<file path="src/rtl/k054539_rom_arbiter.sv">
// k054539_rom_arbiter: shares one external ROM/RAM port between eight voice channels and the host CPU.
// A grant launches a registered address, and the data byte is captured ACCESS_CYCLES edges later.
module k054539_rom_arbiter #(
  parameter int ACCESS_CYCLES = 3
) (
  input  logic        CLK,
  input  logic        NRES,
  input  logic [7:0]  CH_REQ,
  output logic [2:0]  CH_SEL,
  input  logic [23:0] CH_ADDR,
  output logic [7:0]  CH_ACK,
  output logic [7:0]  CH_DATA,
  input  logic        HOST_REQ,
  input  logic        HOST_WR,
  input  logic [23:0] HOST_ADDR,
  input  logic [7:0]  HOST_WDATA,
  output logic        HOST_ACK,
  output logic [7:0]  HOST_RDATA,
  output logic        PIN_WAIT,
  output logic [23:0] PIN_RA,
  input  logic [7:0]  PIN_RD_IN,
  output logic [7:0]  PIN_RD_OUT,
  output logic        PIN_RD_OE,
  output logic        NRAMWE
);
  typedef enum logic {IDLE, ACCESS} state_t;

  state_t      state_q, state_d;
  logic [3:0]  cnt_q, cnt_d;
  logic [2:0]  ptr_q, ptr_d, sel_q, sel_d, cand;
  logic        prev_ch_q, prev_ch_d, host_q, host_d, wr_q, wr_d;
  logic [23:0] ra_q, ra_d;
  logic [7:0]  rdout_q, rdout_d, ch_ack_q, ch_ack_d, ch_data_q, ch_data_d, host_rdata_q, host_rdata_d;
  logic        oe_q, oe_d, we_n_q, we_n_d, host_ack_q, host_ack_d, host_win;

  always_ff @(posedge CLK or negedge NRES) begin
    if (!NRES) begin
      state_q      <= IDLE;
      cnt_q        <= '0;
      ptr_q        <= 3'd7;
      sel_q        <= '0;
      prev_ch_q    <= 1'b1;
      host_q       <= 1'b0;
      wr_q         <= 1'b0;
      ra_q         <= '0;
      rdout_q      <= '0;
      oe_q         <= 1'b0;
      we_n_q       <= 1'b1;
      ch_ack_q     <= '0;
      host_ack_q   <= 1'b0;
      ch_data_q    <= '0;
      host_rdata_q <= '0;
    end else begin
      state_q      <= state_d;
      cnt_q        <= cnt_d;
      ptr_q        <= ptr_d;
      sel_q        <= sel_d;
      prev_ch_q    <= prev_ch_d;
      host_q       <= host_d;
      wr_q         <= wr_d;
      ra_q         <= ra_d;
      rdout_q      <= rdout_d;
      oe_q         <= oe_d;
      we_n_q       <= we_n_d;
      ch_ack_q     <= ch_ack_d;
      host_ack_q   <= host_ack_d;
      ch_data_q    <= ch_data_d;
      host_rdata_q <= host_rdata_d;
    end
  end

  always_comb begin
    // Descending scan so the nearest requester after the last grant wins
    cand = ptr_q + 3'd1;
    for (int i = 8; i >= 1; i--)
      if (CH_REQ[ptr_q + 3'(i)]) cand = ptr_q + 3'(i);
    host_win     = HOST_REQ && (prev_ch_q || CH_REQ == '0);
    state_d      = state_q;
    cnt_d        = cnt_q;
    ptr_d        = ptr_q;
    sel_d        = sel_q;
    prev_ch_d    = prev_ch_q;
    host_d       = host_q;
    wr_d         = wr_q;
    ra_d         = ra_q;
    rdout_d      = rdout_q;
    oe_d         = oe_q;
    we_n_d       = we_n_q;
    ch_ack_d     = '0;
    host_ack_d   = 1'b0;
    ch_data_d    = ch_data_q;
    host_rdata_d = host_rdata_q;
    if (state_q == IDLE) begin
      if (host_win || CH_REQ != '0) begin
        state_d   = ACCESS;
        cnt_d     = 4'(ACCESS_CYCLES - 1);
        host_d    = host_win;
        wr_d      = host_win && HOST_WR;
        prev_ch_d = !host_win;
        ra_d      = host_win ? HOST_ADDR : CH_ADDR;
        sel_d     = host_win ? sel_q : cand;
        ptr_d     = host_win ? ptr_q : cand;
        rdout_d   = (host_win && HOST_WR) ? HOST_WDATA : rdout_q;
        oe_d      = host_win && HOST_WR;
        we_n_d    = !(host_win && HOST_WR);
      end
    end else if (cnt_q != '0) begin
      cnt_d  = cnt_q - 4'd1;
      // Strobe releases one cycle early so data is still driven at the rising write edge
      we_n_d = !(wr_q && cnt_q != 4'd1);
    end else begin
      state_d      = IDLE;
      oe_d         = 1'b0;
      we_n_d       = 1'b1;
      host_ack_d   = host_q;
      ch_ack_d     = host_q ? 8'd0 : 8'd1 << sel_q;
      host_rdata_d = (host_q && !wr_q) ? PIN_RD_IN : host_rdata_q;
      ch_data_d    = host_q ? ch_data_q : PIN_RD_IN;
    end
  end

  assign CH_SEL     = (state_q == IDLE) ? cand : sel_q;
  assign CH_ACK     = ch_ack_q;
  assign CH_DATA    = ch_data_q;
  assign HOST_ACK   = host_ack_q;
  assign HOST_RDATA = host_rdata_q;
  assign PIN_WAIT   = HOST_REQ && !host_ack_q;
  assign PIN_RA     = ra_q;
  assign PIN_RD_OUT = rdout_q;
  assign PIN_RD_OE  = oe_q;
  assign NRAMWE     = we_n_q;
endmodule
</file>
<file path="config.mk">
export PLATFORM = sky130hd
export DESIGN_NAME = k054539_rom_arbiter
export DESIGN_NICKNAME = d
export VERILOG_FILES = /design/src/rtl/k054539_rom_arbiter.sv
export SDC_FILE = /design/constraint.sdc
export NUM_CORES = 1
export LEC_CHECK = 0
export CORE_AREA = 2 2 107 88
export CTS_CLUSTER_SIZE = 28
export DETAILED_ROUTE_END_ITERATION = 16
export DIE_AREA = 0 0 109 90
export PLACE_DENSITY_LB_ADDON = 0.08
export SYNTH_ARGS = -nofsm -noshare
export SYNTH_HDL_FRONTEND = slang
export SYNTH_SLANG_ARGS = --single-unit
</file>
<file path="constraint.sdc">
create_clock -name CLK -period 8.8 [get_ports CLK]
set_input_delay 1.32 -clock CLK [delete_from_list [all_inputs] [get_ports CLK]]
set_output_delay 1.32 -clock CLK [all_outputs]
set_load 0.05 [all_outputs]
</file>
; After elaboration in Yosys (flattened, before gate mapping)
; Cells that the tools add are included.
; Widths: inputs -> output; s select.
[word_totals]
wordCells = 105
register_bits = 73
out_inout_bits = 63
inputBits = 76
[op_classes]
order_cmp = 8
reduce_logical = 23
n_shift = 1
bitwise_logic = 4
eq_ne = 3
mux = 43
n_addsub = 8
[op_table]
columns = cell, n
row1 = $lt 3x4->1 const B, 8
row2 = $mux 3, 9
row3 = $bmux 1 s3, 8
row4 = $mux 24, 1
row5 = $mux 8, 3
row6 = $mux 1, 19
row7 = $add 3x3->3 const B, 4
row8 = $mux 4, 3
row9 = $reduce_and 3->1, 4
row10 = $logic_not 8->1, 1
row11 = $reduce_bool 8->1, 1
row12 = $shl 1x3->8 const A, 1
row13 = $add 3x2->3 const B, 2
row14 = $reduce_and 2->1, 3
row15 = $logic_and 1x1->1, 5
row16 = $logic_not 1->1, 5
row17 = $ne 4x1->1 const B, 1
row18 = $not 1->1, 4
row19 = $reduce_bool 4->1, 1
row20 = $sub 4x1->4 const B, 1
row21 = $add 3x1->3 const B, 1
row22 = $logic_or 1x1->1, 2
row23 = $ne 2x1->1 const B, 1
row24 = $ne 2x2->1 const B, 1
row25 = $reduce_bool 2->1, 1

; Logic depth before layout (Yosys ltp)
; Gate-level depths: netlist (run 1).
[logic_depth]
depth_word = 11
mapped_depth = 12
mapped_depth_nobuf = 8

; Worst setup path before layout (run 1)
; No wires, ideal clock.
[synth_path]
path_type = flip-flop to output port
from = register ptr_q[0]
to = output CH_SEL[2]
stages_incl_launch_ff = 11
t_required_ns = 7.480
arrival_ns = 3.684
slack_ns = 3.796
n_path_buf = 2
path_cell_list = dfstp_2 -> buf_6 -> clkbuf_1 -> inv_1 -> ha_1 -> mux4_2 -> a22oi_1 -> nand3_1 -> a311oi_1 -> o31ai_1 -> o21ai_0
[synth_via]
elab_chain_len = 11
word_cells_on_any_way = 32
classes_between = 7 x add/sub / 25 x mux
[synth_lines]
columns = item, line_no
row1 = from (decl), 30  ; logic [2:0] ptr_q, ptr_d, sel_q, sel_d, cand;
row2 = from (signal assigned), 56  ; ptr_q <= ptr_d;
row3 = $add 3x3->3 or $bmux 1 s3 (tied branches), 76  ; if (CH_REQ[ptr_q + 3'(i)]) cand = ptr_q + 3'(i);
row4 = $bmux 1 s3 or $mux 1 (tied branches), 76
row5 = $mux 1 (implied by the code) or $mux 3 (tied branches), 76
row6 = $mux 3 (6 in series), 76
row7 = $mux 3 *, 76
row8 = $mux 3 *, 122  ; assign CH_SEL = (state_q == IDLE) ? cand : sel_q;
row9 = to (decl), 9  ; output logic [2:0] CH_SEL,
; Every way passes the cells marked *; elsewhere a longest branch is shown, timed or not. The select of a mux whose other input is x is not followed.

; Worst setup path after layout (run 1)
[layout_path]
from = register ptr_q[0]
to = output CH_SEL[1]
; Same word-level chain as after synthesis.

==> run_results.csv, run 1 <==
group,metric,value,unit
status,status,"finished, final reports clean",
grt,grt.overflow.total,0,
critical_path,setup.worst_path.end_class,"output port",
sta,final.period_utilization,0.6956,
cells_and_area,final_layout_size_suffix_gt1_frac,0.1222,
synthesis,synth_compound_area_frac,0.1436,
synthesis,synth-main-ff-cell,"dfrtp_1",
synthesis,synth_xor_area_frac,0.01161,
sta,timing.setup.tns,0,ns
critical_path,crit_required,7.48,ns
sta,rsz0062_at_grt,"false",
routing,ant_nets,0,
grt,grtUsageMet2,0.3313,
sta,hold_viol,0,
sta,fin_skew,0.009356,ns
grt,grt_pass1_wl,15680,µm
synthesis,synth_top_family_by_area,"multiplexers",
clock_tree,cts_buffers,9,
cells_and_area,final_cell_mix,"137 x clkdlybuf4s50_1, 68 x dfrtp_1, 48 x nand2_1, 30 x inv_1, 25 x mux2_2",
clock_tree,holdBufCountCts,0,
clock_tree,root_buffer,"clkbuf_8",
synthesis,ys.warnings.count,0,
cells_and_area,mostFrequentLayoutCell,"clkdlybuf4s50_1",
grt,grt_max_degree,74,
synthesis,yosysUniqueCellTypes,46,
synthesis,synth_edf_count,0,
grt,met1_usage,0.2602,
routing,drt_wl_total,9789,µm
grt,met3_usage,0.06817,
sta,setup_viol,0,
clock_tree,clk_path_buf_depth,2,
synthesis,yosys-mux-area-fraction,0.1549,
power_and_ir_drop,leakagePower,2.381,nW
clock_tree,cts_setup_buffers,0,
placement,gp_congestion,0.7950,
synthesis,synth-async-reset-ratio,1.000,
grt,busiest_layer,"met2",
grt,grt_pass1_vias,3193,
routing,wl_per_cell,16.15,µm
clock_tree,clkSinkCount,73,
synthesis,synthCells,355,
floorplanning,rows,31,
clock_tree,tritoncts,"built",
synthesis,synthAdderAreaFrac,0.01658,
routing,drt-initial-drc-count,213,
synthesis,synth_area_per_cell,10.63,µm²
sta,finalMaxSlewViolations,0,
placement,hpwl,7067,µm
floorplanning,die_y,90,µm
routing,first_pass_iters,7,
synthesis,synth-simple-area-share,0.1353,
power_and_ir_drop,ir_drop,0.0002019,V
grt,grt_use_total,0.2023,
flow_run,cap_violations,0,
cells_and_area,syn2layout_area_growth,44.31,%
critical_path,worstSetupPathType,"reg2out",
sta,tightest_slew,1.213,ns
clock_tree,clk_pin_slew,0.07,ns
clock_tree,htreeDepth,3,
sta,slew_headroom,0.1911,
power_and_ir_drop,power_density,422.8,mW/mm²
cells_and_area,final_util,0.6183,
power_and_ir_drop,totalPowerFinal,2.302,mW
synthesis,yosysSeqAreaShare,0.4859,
floorplanning,io_pins,139,
clock_tree,cts_resized,0,
synthesis,synth_seq_cells,73,
critical_path,worstPathMaxFanout,20,
critical_path,cp_data_arrival_time,4.80,ns
grt,antenna_found_initial,0,
floorplanning,coreArea,0.008805,mm²
routing,num_vias,3303,
synthesis,syn-num-nets,436,
worst_hold_path,min_path_type,"reg2reg",
cells_and_area,final_nets,567,
sta,period_needed,6.121,ns
clock_tree,clk-insertion-delay-late,0.34,ns
floorplanning,die_w,109,µm
floorplanning,die_area,0.009810,mm²
routing,drc,0,
sta,max_freq,163.4,MHz
synthesis,synthesis.area,0.003772,mm²
cells_and_area,diodes,0,
routing,detail_route.vias_per_cell,5.450,
critical_path,startpoint_type,"flip-flop",
placement,io_buffers,138,
floorplanning,start_util,0.4284,
## cell families (layout without fill, tap and decap cells)
kind of cell               after synthesis  count (layout)
xor gates and xnor gates                 5               5
buffers and inverters                   49             185
muxes                                   44              44
DFF                                     73              73
adders and majority gates                5               5
and+or+nand+nor                        109             109
AOI/OAI and AO/OA                       70              70
## registers in the layout, summed over array words and instances (netlist names)
| register | count |
|---|---|
| PIN_RA | 24 |
| CH_ACK | 8 |
| CH_DATA | 8 |
| HOST_RDATA | 8 |
| PIN_RD_OUT | 8 |
| cnt_q | 4 |
| ptr_q | 3 |
| sel_q | 3 |
| HOST_ACK | 1 |
| NRAMWE | 1 |
| PIN_RD_OE | 1 |
| host_q | 1 |
| prev_ch_q | 1 |
| state_q | 1 |
| wr_q | 1 |
## Yosys cell counts, types with 5 or more instances
library cell  number  area [µm²]
mux2_2            25       281.5
dfrtp_1           68        1702
mux2i_1           10       100.1
ha_1               5       62.56
mux4_2             9       202.7
o21ai_0           11       55.05
nand3_1            7       35.03
nand2_1           48       180.2
a21oi_1            7       35.03
nand2b_1           8       50.05
nor2_1            18       67.56
dfstp_2            5       131.4
nor3_1             9       45.04
clkbuf_1          14       52.55
inv_1             30       112.6
a222oi_1          24       240.2
## report_power, final
part / total [mW] / internal, mW / switching [mW]
registers: 0.615 / 0.491 / 0.123
logic: 1.40 / 0.532 / 0.864
clock network: 0.291 / 0.168 / 0.122
total: 2.30 / 1.19 / 1.11
## layout make-up
type / count / area (µm²)
fill: 753 / 3361
timing repair buffer: 139 / 1386
tap: 115 / 143.9
multi-input combinational: 233 / 1747
inverter: 30 / 112.6
clock buffer: 12 / 145.1
sequential: 73 / 1833
clock inverter: 4 / 76.32
## final timing paths
check / start / to / slack, ns / cells after the start
max: ptr_q[0]$_DFFE_PN1P_ / CH_SEL[1] / 2.68 / 9
max reg2reg: ptr_q[0]$_DFFE_PN1P_ / ptr_q[1]$_DFFE_PN1P_ / 4.99 / 8
max in group asynchronous: NRES / CH_DATA[7]$_DFFE_PN0P_ / 7.09 / 1
min reg2reg: prev_ch_q$_DFFE_PN1P_ / prev_ch_q$_DFFE_PN1P_ / 0.47 / 2
min in group asynchronous: NRES / sel_q[0]$_DFFE_PN0P_ / 1.11 / 1
min: prev_ch_q$_DFFE_PN1P_ / prev_ch_q$_DFFE_PN1P_ / 0.47 / 2
## layer usage
layer | share of wire | wire (µm) | vias up
met2 | 0.50 | 4871 | 116
met5 | 0 | 0 | -
met3 | 0.068 | 665 | 2
met4 | 0.0022 | 22 | 0
met1 | 0.43 | 4230 | 1620
li1 | - | - | 1565
## metrics by stage
step | worst slack [ns] | area [µm²] | hold WS (ns) | std cells
finish | 2.679 | 5444 | 0.4719 | 606
global route | 2.300 | 5444 | 0.5008 | 606
CTS | 2.705 | 5444 | 0.4748 | 606
detailed placement | 2.957 | 5223 | 0.4639 | 590
global placement | 3.089 | 5223 | 0.4570 | 590
floorplan | 3.796 | 3772 | 0.4464 | 355
## critical path: stages (launching register included)
cell and delay [ns]:
dfstp_2 0.83, inv_1 0.21, ha_1 0.68, mux4_2 0.62, mux2i_1 0.67, nand3b_1 0.20, a211oi_1 0.24, o21ai_0 0.12
nand2_1 0.10, clkdlybuf4s50_1 0.80
No activity file was read; power rests on OpenSTA's default activity.
==> run 2, diff against run 1 <==
--- a/config.mk
+++ b/config.mk
@@ -5,10 +5,10 @@
 export SDC_FILE = /design/constraint.sdc
 export NUM_CORES = 1
 export LEC_CHECK = 0
-export CORE_AREA = 2 2 107 88
+export CORE_AREA = 2 2 112 92
 export CTS_CLUSTER_SIZE = 28
 export DETAILED_ROUTE_END_ITERATION = 16
-export DIE_AREA = 0 0 109 90
+export DIE_AREA = 0 0 114 94
 export PLACE_DENSITY_LB_ADDON = 0.08
 export SYNTH_ARGS = -nofsm -noshare
 export SYNTH_HDL_FRONTEND = slang
==> constraint.sdc (replaced) <==
create_clock -name CLK -period 5.4 [get_ports CLK]
set_input_delay 0.81 -clock CLK [delete_from_list [all_inputs] [get_ports CLK]]
set_output_delay 0.81 -clock CLK [all_outputs]
set_load 0.05 [all_outputs]
==> run 2 against run 1 <==
Compared with the run above: flip-flop and latch count is the same; final cell count grew 0.83%; routed wire length grew 0.33%; via count shrank 1.2%; combinational power grew 64%; cell area grew 2.0%; worst setup slack lost 2.3 ns; total power grew 70%; global-route usage shrank 1.1 points; sequential share of layout area shrank 0.67 points.
==> run_results.csv, run 2 (same netlist as run 1, synthesis figures left out) <==
group,metric,value,unit
sta,slew_headroom,0.1946,
grt,antenna_found_initial,0,
grt,grtUsageMet2,0.3085,
cells_and_area,final_util,0.5830,
critical_path,critical_path.max_stage_delay,0.79,ns
grt,grt.overflow.total,0,
cells_and_area,largest_register_ffs,24,
cells_and_area,fillers,836,
grt,busiest_layer,"met2",
critical_path,reg2regPathDepth,9,
sta,hold_viol,0,
floorplanning,die_y,94,µm
cells_and_area,diodes,0,
routing,drc,0,
floorplanning,die_w,114,µm
sta,setup_viol,0,
critical_path,setup.worst_path.end_class,"output port",
clock_tree,htreeDepth,3,
routing,drt-initial-drc-count,184,
worst_hold_path,hold_end,"prev_ch_q$_DFFE_PN1P_",
sta,tightest_slew,1.208,ns
grt,grt_use_total,0.1913,
critical_path,crit_required,4.59,ns
worst_hold_path,min_from,"prev_ch_q$_DFFE_PN1P_",
flow_run,cap_violations,0,
cells_and_area,mostFrequentLayoutCell,"clkdlybuf4s50_1",
grt,grt_pass1_vias,3245,
worst_hold_path,hold_depth,2,
worst_hold_path,min_path_type,"reg2reg",
cells_and_area,multi_input_area,0.001750,mm²
routing,wl_per_cell,16.07,µm
placement,gp_congestion,0.8600,
cells_and_area,final_cell_mix,"137 x clkdlybuf4s50_1, 68 x dfrtp_1, 48 x nand2_1, 30 x inv_1, 25 x mux2_2",
cells_and_area,final_layout_size_suffix_gt1_frac,0.1301,
grt,grt_pass1_wl,15900,µm
floorplanning,io_pins,139,
power_and_ir_drop,ir_drop,0.0003166,V
clock_tree,holdBufCountCts,0,
critical_path,path_cells,"inv_1, ha_1, buf_4, mux4_2, or2_0, a2111oi_0, o211ai_1, o21ai_0, nand2_1, clkdlybuf4s50_1",
placement,io_buffers,138,
grt,grt_max_degree,74,
routing,drt_wl_total,9821,µm
critical_path,cp_slowest_cell,"dfstp_2",
grt,met3_usage,0.07161,
sta,max_freq,198.4,MHz
floorplanning,rows,32,
status,status,"finished, final reports clean",
clock_tree,root_buffer,"clkbuf_16",
placement,hpwl,7126,µm
sta,fin_skew,0.008252,ns
grt,met1_usage,0.2383,
critical_path,r2r_start,"ptr_q[0]$_DFFE_PN1P_",
cells_and_area,final_nets,569,
floorplanning,coreArea,0.009529,mm²
cells_and_area,layout.area.seq,0.001833,mm²
sta,period_needed,5.040,ns
power_and_ir_drop,power_density,704.5,mW/mm²
clock_tree,clk_path_buf_depth,2,
critical_path,reg2reg_to,"sel_q[1]$_DFFE_PN0P_",
power_and_ir_drop,leakagePower,2.437,nW
clock_tree,cts_buffers,9,
routing,num_vias,3264,
critical_path,r2r_slack,2.01,ns
cells_and_area,syn2layout_area_growth,47.26,%
sta,timing.setup.tns,0,ns
critical_path,startpoint_type,"flip-flop",
clock_tree,clkSinkCount,73,
critical_path,worstSetupPathType,"reg2out",
floorplanning,start_util,0.3959,
clock_tree,clk-insertion-delay-late,0.33,ns
floorplanning,die_area,0.01072,mm²
clock_tree,tritoncts,"built",
sta,finalMaxSlewViolations,0,
routing,ant_nets,0,
placement,placedInstanceArea,0.005243,mm²
critical_path,worstPathMaxFanout,20,
critical_path,cp_data_arrival_time,4.23,ns
routing,detail_route.vias_per_cell,5.342,
cells_and_area,design_area,0.005555,mm²
sta,final.period_utilization,0.9333,
sta,rsz0062_at_grt,"false",
clock_tree,clk_pin_slew,0.05,ns
routing,first_pass_iters,8,
-- run 2: changes by cell type in the layout (fill, tap and decap cells not counted) --
| cell | delta |
|---|---|
| clkbuf_8 | -10 |
| clkinvlp_4 | -1 |
| mux2i_2 | +1 |
| clkinv_2 | +3 |
| buf_4 | +2 |
| clkbuf_16 | +9 |
| mux2i_1 | -1 |
| clkbuf_1 | -2 |
-- run 2: routing by layer --
metal	routed length (µm)	up-vias
met4	110	0
li1	-	1572
met1	4233	1566
met5	0	-
met2	4641	116
met3	835	10
-- run 2: timing repair --
item	CTS	global route
buffers inserted	0	0
gates resized for setup	0	1
setup endpoints to repair	0	1
-- run 2: cell type report --
class | instances | area share
Clock inverter | 6 | 0.01509
Timing Repair Buffer | 141 | 0.2523
Inverter | 30 | 0.02027
Multi-Input combinational cell | 233 | 0.3151
Tap cell | 119 | 0.02680
Sequential cell | 73 | 0.3300
Clock buffer | 9 | 0.04054
-- run 2: per-stage QoR --
step | hold slack [ns] | std cells | worst slack (ns) | power [mW]
2_1_floorplan | 0.4464 | 355 | 0.9062 | 2.589
3_3_place_gp | 0.4574 | 596 | 0.7158 | 3.276
3_5_place_dp | 0.4651 | 596 | 0.6984 | 3.302
4_1_cts | 0.4735 | 611 | 0.3251 | 3.942
5_1_grt | 0.5056 | 611 | 0.03534 | 4.158
6_report | 0.4681 | 611 | 0.3600 | 3.914
-- run 2: worst max-delay path by stage --
| stage | cells after the start | from | slack, ns | end |
|---|---|---|---|---|
| floorplan | 10 | ptr_q[0]$_DFFE_PN1P_ | 0.91 | CH_SEL[2] |
| detailed placement | 11 | ptr_q[0]$_DFFE_PN1P_ | 0.70 | CH_SEL[1] |
| global placement | 11 | ptr_q[0]$_DFFE_PN1P_ | 0.72 | CH_SEL[1] |
| CTS | 11 | ptr_q[0]$_DFFE_PN1P_ | 0.33 | CH_SEL[1] |
| global route | 10 | ptr_q[0]$_DFFE_PN1P_ | 0.04 | CH_SEL[1] |
| finish | 10 | ptr_q[0]$_DFFE_PN1P_ | 0.36 | CH_SEL[1] |
-- run 2: critical path: cells and delay by family (launching register included) --
| kind | cells | cell delay (ns) |
|---|---|---|
| mux | 1 | 0.39 |
| flops | 1 | 0.79 |
| compound gates | 3 | 0.84 |
| fa+ha+maj | 1 | 0.44 |
| buf+inv | 3 | 1.12 |
| simple gates | 2 | 0.31 |
-- run 2: power breakdown --
part           leakage [nW]  switching, mW  internal [mW]
Combinational          1.38           1.41          0.888
Clock                 0.155          0.216          0.400
Sequential            0.902          0.199          0.802
